<file path="config.mk">
export PLATFORM = sky130hd
export DESIGN_NAME = cis_pattern_sequencer
export DESIGN_NICKNAME = d
export VERILOG_FILES = /design/src/rtl/cis_pattern_sequencer.sv
export SDC_FILE = /design/constraint.sdc
export NUM_CORES = 2
export LEC_CHECK = 0
export CORE_MARGIN = 4
export CORE_UTILIZATION = 35
export CTS_BUF_LIST = sky130_fd_sc_hd__clkbuf_4
export DETAILED_ROUTE_END_ITERATION = 6
export PLACE_DENSITY = 0.65
export SETUP_SLACK_MARGIN = 0.5
export SYNTH_ARGS = -nofsm -noshare
export SYNTH_HDL_FRONTEND = slang
export SYNTH_SLANG_ARGS = --single-unit
</file>
<file path="constraint.sdc">
create_clock -name clk -period 4.3 [get_ports clk]
set_clock_uncertainty 0.2 [all_clocks]
set_input_delay 1.075 -clock clk [delete_from_list [all_inputs] [get_ports clk]]
set_output_delay 1.075 -clock clk [all_outputs]
set_load 0.02 [all_outputs]
</file>
<file path="src/rtl/cis_pattern_sequencer.sv">
// Multi-row CIS/CCD pattern sequencer: plays CCD-reset, integration and skipping column
// patterns onto NUM_SIGNALS lines, row after row. Optional macro: CIS_SEQ_LOOP_EN (loop_en port).
module cis_pattern_sequencer #(
  parameter int NUM_SIGNALS = 11,
  parameter int PATTERN_LEN = 16,
  parameter int CNT_W       = 10,
  parameter int LEN_W       = $clog2(PATTERN_LEN + 1)
) (
  input  logic                                    clk,
  input  logic                                    reset,
  input  logic                                    integration,
  input  logic                                    abort,
`ifdef CIS_SEQ_LOOP_EN
  input  logic                                    loop_en,
`endif
  input  logic [CNT_W-1:0]                        clk_div,
  input  logic [CNT_W-1:0]                        skip_samples,
  input  logic [CNT_W-1:0]                        num_rows,
  input  logic [LEN_W-1:0]                        len_ccd_reset,
  input  logic [LEN_W-1:0]                        len_integration,
  input  logic [LEN_W-1:0]                        len_skipping,
  input  logic [NUM_SIGNALS-1:0][PATTERN_LEN-1:0] pattern_ccd_reset,
  input  logic [NUM_SIGNALS-1:0][PATTERN_LEN-1:0] pattern_integration,
  input  logic [NUM_SIGNALS-1:0][PATTERN_LEN-1:0] pattern_skipping,
  input  logic [NUM_SIGNALS-1:0]                  idle_level,
  output logic [NUM_SIGNALS-1:0]                  signal,
  output logic                                    running,
  output logic [1:0]                              phase,
  output logic [CNT_W-1:0]                        skip_count,
  output logic [CNT_W-1:0]                        row_count,
  output logic                                    frame_done
);

  localparam int CIDX_W = (PATTERN_LEN > 1) ? $clog2(PATTERN_LEN) : 1;
  localparam logic [LEN_W-1:0] LEN_MAX = LEN_W'(PATTERN_LEN);

  typedef logic [NUM_SIGNALS-1:0][PATTERN_LEN-1:0] pat_t;
  typedef enum logic [1:0] {ST_IDLE = 2'd0, ST_CCD = 2'd1, ST_INTEG = 2'd2, ST_SKIP = 2'd3} state_t;

  state_t                 state_q, state_d;
  logic                   integ_prev_q;
  logic [CNT_W-1:0]       div_cnt_q, div_cnt_d;
  logic [CNT_W-1:0]       skip_count_q, skip_count_d;
  logic [CNT_W-1:0]       row_count_q, row_count_d;
  logic [CIDX_W-1:0]      col_q, col_d;
  logic [NUM_SIGNALS-1:0] signal_q, signal_d;
  logic                   running_q, running_d;
  logic                   frame_done_q, frame_done_d;
  logic [CNT_W-1:0]       div_q, div_d, skip_q, skip_d, rows_q, rows_d;
  logic [CIDX_W-1:0]      last_r_q, last_r_d, last_i_q, last_i_d, last_s_q, last_s_d;
  pat_t                   pat_r_q, pat_r_d, pat_i_q, pat_i_d, pat_s_q, pat_s_d;
  logic                   trigger, col_end, row_end, latch_cfg, loop_go;
  logic [CIDX_W-1:0]      cur_last;
  pat_t                   cur_pat;

  // Effective last column index: 0 or out-of-range lengths mean a full pattern.
  function automatic logic [CIDX_W-1:0] last_col_of(input logic [LEN_W-1:0] len);
    if (len == '0 || len > LEN_MAX) return CIDX_W'(PATTERN_LEN - 1);
    return CIDX_W'(len - LEN_W'(1));
  endfunction

  function automatic logic [NUM_SIGNALS-1:0] col_of(input pat_t pat, input logic [CIDX_W-1:0] c);
    logic [NUM_SIGNALS-1:0] v;
    v = '0;
    for (int s = 0; s < NUM_SIGNALS; s++) v[s] = pat[s][c];
    return v;
  endfunction

`ifdef CIS_SEQ_LOOP_EN
  assign loop_go = loop_en;
`else
  assign loop_go = 1'b0;
`endif

  assign trigger = integration && !integ_prev_q;
  assign col_end = (div_cnt_q == div_q - CNT_W'(1));

  always_comb begin
    state_d      = state_q;
    div_cnt_d    = div_cnt_q;
    col_d        = col_q;
    skip_count_d = skip_count_q;
    row_count_d  = row_count_q;
    signal_d     = signal_q;
    running_d    = running_q;
    frame_done_d = 1'b0;
    div_d        = div_q;
    skip_d       = skip_q;
    rows_d       = rows_q;
    last_r_d     = last_r_q;
    last_i_d     = last_i_q;
    last_s_d     = last_s_q;
    pat_r_d      = pat_r_q;
    pat_i_d      = pat_i_q;
    pat_s_d      = pat_s_q;
    row_end      = 1'b0;
    latch_cfg    = 1'b0;
    case (state_q)
      ST_CCD:   begin cur_pat = pat_r_q; cur_last = last_r_q; end
      ST_INTEG: begin cur_pat = pat_i_q; cur_last = last_i_q; end
      default:  begin cur_pat = pat_s_q; cur_last = last_s_q; end
    endcase

    if (abort) begin
      state_d      = ST_IDLE;
      signal_d     = idle_level;
      running_d    = 1'b0;
      div_cnt_d    = '0;
      col_d        = '0;
      skip_count_d = '0;
      row_count_d  = '0;
    end else if (state_q == ST_IDLE) begin
      signal_d = idle_level;
      if (trigger) begin
        latch_cfg = 1'b1;
        state_d   = ST_CCD;
        running_d = 1'b1;
        signal_d  = col_of(pattern_ccd_reset, '0);
        div_cnt_d = '0;
        col_d     = '0;
      end
    end else if (!col_end) begin
      div_cnt_d = div_cnt_q + CNT_W'(1);
    end else begin
      div_cnt_d = '0;
      if (col_q != cur_last) begin
        col_d    = col_q + CIDX_W'(1);
        signal_d = col_of(cur_pat, col_q + CIDX_W'(1));
      end else begin
        col_d = '0;
        case (state_q)
          ST_CCD: begin
            state_d  = ST_INTEG;
            signal_d = col_of(pat_i_q, '0);
          end
          ST_INTEG: begin
            if (skip_q != '0) begin
              state_d  = ST_SKIP;
              signal_d = col_of(pat_s_q, '0);
            end else begin
              row_end = 1'b1;
            end
          end
          ST_SKIP: begin
            if (skip_count_q + CNT_W'(1) < skip_q) begin
              skip_count_d = skip_count_q + CNT_W'(1);
              signal_d     = col_of(pat_s_q, '0);
            end else begin
              row_end = 1'b1;
            end
          end
          default: ;
        endcase
        // Row end either starts the next row with no gap or closes the frame.
        if (row_end) begin
          skip_count_d = '0;
          if (row_count_q + CNT_W'(1) < rows_q) begin
            row_count_d = row_count_q + CNT_W'(1);
            state_d     = ST_CCD;
            signal_d    = col_of(pat_r_q, '0);
          end else begin
            row_count_d  = '0;
            frame_done_d = 1'b1;
            if (loop_go) begin
              latch_cfg = 1'b1;
              state_d   = ST_CCD;
              signal_d  = col_of(pattern_ccd_reset, '0);
            end else begin
              state_d   = ST_IDLE;
              running_d = 1'b0;
              signal_d  = idle_level;
            end
          end
        end
      end
    end

    if (latch_cfg) begin
      div_d    = (clk_div == '0) ? CNT_W'(1) : clk_div;
      skip_d   = skip_samples;
      rows_d   = (num_rows == '0) ? CNT_W'(1) : num_rows;
      last_r_d = last_col_of(len_ccd_reset);
      last_i_d = last_col_of(len_integration);
      last_s_d = last_col_of(len_skipping);
      pat_r_d  = pattern_ccd_reset;
      pat_i_d  = pattern_integration;
      pat_s_d  = pattern_skipping;
    end
  end

  always_ff @(posedge clk) begin
    if (reset) begin
      state_q      <= ST_IDLE;
      integ_prev_q <= 1'b0;
      div_cnt_q    <= '0;
      col_q        <= '0;
      skip_count_q <= '0;
      row_count_q  <= '0;
      signal_q     <= '0;
      running_q    <= 1'b0;
      frame_done_q <= 1'b0;
      div_q        <= '0;
      skip_q       <= '0;
      rows_q       <= '0;
      last_r_q     <= '0;
      last_i_q     <= '0;
      last_s_q     <= '0;
      pat_r_q      <= '0;
      pat_i_q      <= '0;
      pat_s_q      <= '0;
    end else begin
      state_q      <= state_d;
      integ_prev_q <= integration;
      div_cnt_q    <= div_cnt_d;
      col_q        <= col_d;
      skip_count_q <= skip_count_d;
      row_count_q  <= row_count_d;
      signal_q     <= signal_d;
      running_q    <= running_d;
      frame_done_q <= frame_done_d;
      div_q        <= div_d;
      skip_q       <= skip_d;
      rows_q       <= rows_d;
      last_r_q     <= last_r_d;
      last_i_q     <= last_i_d;
      last_s_q     <= last_s_d;
      pat_r_q      <= pat_r_d;
      pat_i_q      <= pat_i_d;
      pat_s_q      <= pat_s_d;
    end
  end

  assign signal     = signal_q;
  assign running    = running_q;
  assign phase      = state_q;
  assign skip_count = skip_count_q;
  assign row_count  = row_count_q;
  assign frame_done = frame_done_q;

endmodule

</file>
; ---- Word-level counts from Yosys, hierarchy flattened
; Index checks and enable logic that the tools add are counted.
[op_classes]
n_reduce_logical = 27
bitwise = 4
order_cmp = 6
mux = 84
n_addsub = 8
eq_ne = 11
[ops]
columns = cell, count
row1 = $pmux 176 s2, 1
row2 = $mux 11, 9
row3 = $mux 10, 9
row4 = $bmux 1 s4, 11
row5 = $mux 4, 10
row6 = $mux 1, 34
row7 = $pmux 11 s3, 1
row8 = $add 10x1->10 const B, 3
row9 = $logic_not 10->1, 2
row10 = $lt 10x10->1, 2
row11 = $gt 5x5->1 const B, 3
row12 = $logic_not 5->1, 3
row13 = $reduce_and 5->1, 3
row14 = $mux 2, 6
row15 = $ne 6x6->1 const B, 2
row16 = $sub 4x1->4 const B, 3
row17 = $eq 10x10->1, 1
row18 = $reduce_bool 10->1, 1
row19 = $sub 10x1->10 const B, 1
row20 = $pmux 4 s2, 1
row21 = $reduce_and 4->1, 2
row22 = $reduce_bool 2->1, 4
row23 = $reduce_bool 7->1, 1
row24 = $ne 2x2->1 const B, 3
row25 = other kinds (18), 24
[totals]
word_cells = 188
inputBits = 588
output_inout_bits = 35
reg_bits = 620

; ---- Depth between registers and ports, before layout
[logic_depth]
depth_word = 13
depth_mapped = 15
mapped_depth_nobuf = 13

; ---- Least setup slack after synthesis
; OpenSTA, ideal clock, no wires.
[synth_path]
kind = flip-flop to flip-flop
start = reg row_count_q[2] (netlist: row_count[2])
end = reg signal_q[8] (netlist: signal[8])
arrival_time_ns = 3.415
stages_incl_launch_ff = 15
t_required_ns = 3.961
n_path_buf = 1
setup_time_ns = 0.139
period_less_slack_ns = 3.754
setup_slack_ns = 0.546
cell_sequence = dfxtp_1 > nand3_1 > nor2_1 > nand3_1 > nor2_1 > xor2_1 > ha_1 > a21oi_1 > o21ai_0 > nor3_1 > clkbuf_1 > mux2i_1 > mux2i_1 > a32oi_1 > o221ai_1
[synth_via]
elab_chain_cells = 8
[synth_rtl]
columns = item, line_no
row1 = "start, declared", 44  ; logic [CNT_W-1:0] row_count_q, row_count_d;
row2 = "start signal, assigned", 217  ; row_count_q <= row_count_d;
row3 = $add 10x1->10, 157  ; if (row_count_q + CNT_W'(1) < rows_q) begin
row4 = $lt 10x10->1, 157
row5 = $mux 11, 157
row6 = $mux 11, 155  ; if (row_end) begin
row7 = $mux 11, 126  ; if (col_q != cur_last) begin
row8 = $mux 11, 122  ; end else if (!col_end) begin
row9 = $mux 11, 112  ; end else if (state_q == ST_IDLE) begin
row10 = $mux 11, 104  ; if (abort) begin
row11 = "end signal, assigned", 218  ; signal_q <= signal_d;
row12 = "end, declared", 46  ; logic [NUM_SIGNALS-1:0] signal_q, signal_d;
; Every way passes these cells. The select of a mux whose other input is x is not followed.
; A chain may end at the register's enable or synchronous reset.

; ---- Worst setup path after layout
[layout_path]
start = reg state_q[0] (netlist: phase[0])
end = reg signal_q[4] (netlist: signal[4])
[layout_via]
elab_chain_cells = 11
elab_cells_between_ends = 25
cone_classes = eq/ne: 6 / mux: 15 / reduce/logical: 4
[layout_rtl]
columns = item, line_no
row1 = "start, declared", 40  ; state_t state_q, state_d;
row2 = "start signal, assigned", 212  ; state_q <= state_d;
row3 = "$eq 2x2->1, on equally long branches", "131, 98"
row4 = $pmux 1 s2, 131  ; case (state_q)
row5 = $mux 1, 126
row6 = $mux 1, 122
row7 = $mux 1, 112
row8 = $mux 1, 104
row9 = $mux 11, 155
row10 = $mux 11, 126
row11 = $mux 11, 122
row12 = $mux 11, 112
row13 = $mux 11, 104
; Several ways; a longest one is shown, not always the timed one. The select of a mux whose other input is x is not followed.

==> impl_metrics.toml <==
[run_status]
status = "completed"

[synth]
ys_top_cells_by_count = "1,172 x nand2_1, 624 x a21oi_1, 620 x dfxtp_1, 249 x clkbuf_1, 136 x a22oi_1"
seq_area_frac_synth_pct = 44.17
netlist_area_sq_um = 28100
yosysWarnings = 0
synth_top_area_share_pct = 44.17
synth_area_leaders = "dfxtp_1 44%, nand2_1 16%, a21oi_1 11%"
synthMostInstantiatedCell = "nand2_1"
synth-main-ff-cell = "dfxtp_1"
synth_edf_count = 0
synth_cell_type_count = 71
synth_nets = 4154
synth_top_area_cell = "dfxtp_1"
async_reset_ff_share_pct = 0
syn_inst = 3536
syn_area_per_cell_sq_um = 7.948
synth-seq-cells = 620

[floorplan]
die-area_sq_um = 84890
design.portCount = 623
start_util_pct = 35.46
num_rows = 103
die_h_microns = 291.4
dieWidth_microns = 291.4
core-area_sq_um = 79260

[global_route]
grt_antenna_before_repair = 41
grt_first_pass_wirelength_microns = 168700
grt_overflow = 0
grt_start_max_net_pins = 223
grt_pass1_vias = 27310
grtUsageTotal_pct = 25.76

[worst_setup_path]
critPathMaxStageDelay_ns = 0.58
cp_cell_sequence = "buf_4 -> inv_1 -> ha_4 -> a22oi_1 -> xor2_1 -> nand4_1 -> mux2_2 -> o2111a_1 -> or3_1 -> o221ai_1"
critical_path_arrival_ns = 4.33
path_max_fanout = 32
crit_buf_inv = 2
slowest_stage = "or3_1"
critPathCaptureType = "register"
cpLargestDelayFamily = "compound AO/OA/AOI/OAI gates"
crit_path_start_kind = "register"
path_class = "register to register"
worstPathRequired_ns = 4.98

[timing]
slew_violations = 0
hold_violations = 0
rsz0062_at_grt = "no"
finalSetupViolations = 0
period_needed_ns = 3.650
fin_tns_setup_ns = 0
fin_crit_sh_pct = 84.89
fmax_ghz = 0.2739
worst_slew_pin_slew_ns = 1.262
slew_headroom_pct = 15.87

[clock_tree]
clk_latency_ns = 1.00
cts_tree = "built"
path_clk_slew_ns = 0.06
clk_path_buf_depth = 3
cts_num_sinks = 620
numCtsBuffers = 169
cts-hold-fix-buffers = 0
htree_num_levels = 4
root_buffer = "clkbuf_4"

[detailed_routing]
postRouteAntennaNets = 0
drtIter0Drc = 2371
wire_per_inst_microns = 21.79
viasPerCell = 5.364
drt_wl_total_microns = 115500
vias = 28430
drt_pass1_iterations = 6
drc = 0

[final_layout]
nNetsFinal = 4728
final_cells = 5301
fill_cells = 7919
drive_gt1_share_pct = 10.75
area_growth_pct = 34.26

[place]
portBuffers = 622
dpl.hpwl_microns = 82520
dp.cells = 4984
gp_congestion = 0.8551

[pwr]
power_density_nw_per_um2 = 350.0
p_leak_uw = 0.01304
peakVddDrop_uv = 209.8

[job]
max_cap_viol_count = 0

[worst_hold_path]
hold_path.class = "register to register"
## layer usage
metal	GRT usage, %	routed length, microns
met5	0	150
met4	8.433	3193
met2	42.99	55820
met3	7.103	8442
met1	32.28	47910
## path summary, 6_finish.rpt
| kind | startpoint | endpoint | slack, ns | depth (start not counted) |
|---|---|---|---|---|
| setup reg to reg | phase[0] | signal[4] | 0.65 | 10 |
| hold / removal | pat_s_q[24] | pat_s_q[24] | 0.25 | 2 |
| setup / recovery | phase[0] | signal[4] | 0.65 | 10 |
| hold reg to reg | pat_s_q[24] | pat_s_q[24] | 0.25 | 2 |
## logic make-up after synthesis
family / synth area share [%]
AOI/OAI and AO/OA: 21.69
xor gates and xnor gates: 1.558
adders and majority gates: 1.336
buffers and inverters: 4.871
DFF: 44.17
muxes: 6.803
and+or+nand+nor: 19.58
## sequential cells by signal, summed over array words and instances, names as in the netlist
register      count
skip_count       10
pat_r_q         176
running           1
frame_done        1
integ_prev_q      1
phase             2
div_q            10
last_r_q          4
col_q             4
skip_q           10
rows_q           10
pat_s_q         176
last_s_q          4
row_count        10
signal           11
last_i_q          4
div_cnt_q        10
pat_i_q         176
## worst reg2reg max path, cell delays in order (launching register included)
cell and delay (ns):
dfxtp_1 0.30, buf_4 0.15, inv_1 0.15, ha_4 0.51, a22oi_1 0.20, xor2_1 0.17
nand4_1 0.26, mux2_2 0.36, o2111a_1 0.38, or3_1 0.58, o221ai_1 0.30
## stage by stage
stage | hold slack, ns | instance area, sq um | power (uW) | utilization (%) | setup slack [ns]
floorplan | 0.2331 | 28100 | 7099 | - | 0.5464
global placement | 0.2391 | 35530 | 8097 | 44.83 | 0.4868
detailed placement | 0.2434 | 35530 | 8112 | 44.83 | 0.4702
CTS | 0.2174 | 37590 | 13340 | 47.43 | 0.5227
global route | 0.2629 | 37700 | 13830 | 47.57 | 0.5070
finish | 0.2485 | 37730 | 13210 | 47.61 | 0.6496
## final cells by class
type / instances / area, sq um / area share (%)
clock inverter: 37 / 207.7 / 0.5505
timing repair buffer: 708 / 7253 / 19.22
antenna: 29 / 72.57 / 0.1923
inverter: 43 / 161.4 / 0.4278
clock buffer: 246 / 1847 / 4.894
multi-input combinational: 2568 / 14460 / 38.32
sequential: 620 / 12420 / 32.91
tap: 1050 / 1314 / 3.482
## power breakdown
part | total, uW | internal, uW | switching [uW]
Combinational | 1840 | 901 | 941
Sequential | 6170 | 6000 | 166
Clock | 5200 | 2620 | 2570
Total | 13200 | 9530 | 3680
## timing repair
item,CTS,global route
setup buffers,0,4
endpoints found under the setup margin,6,24
pin swaps,0,3
gates resized for setup,2,9
cloned,0,1
## cells in the final DEF, fill, tap and decap left out, drive strengths merged, types with 24 or more instances in the layout
cell              n
xor2             27
dfxtp           620
ha               30
a221oi           45
nand3            24
a21oi           624
nor2             66
mux4             67
diode            29
nor3             26
o21ai            38
buf              87
nand2          1172
a22oi           136
clkinv           30
inv              48
clkdlybuf4s50   621
mux2i            38
clkbuf          246
Power figures use the tool's default switching activity.
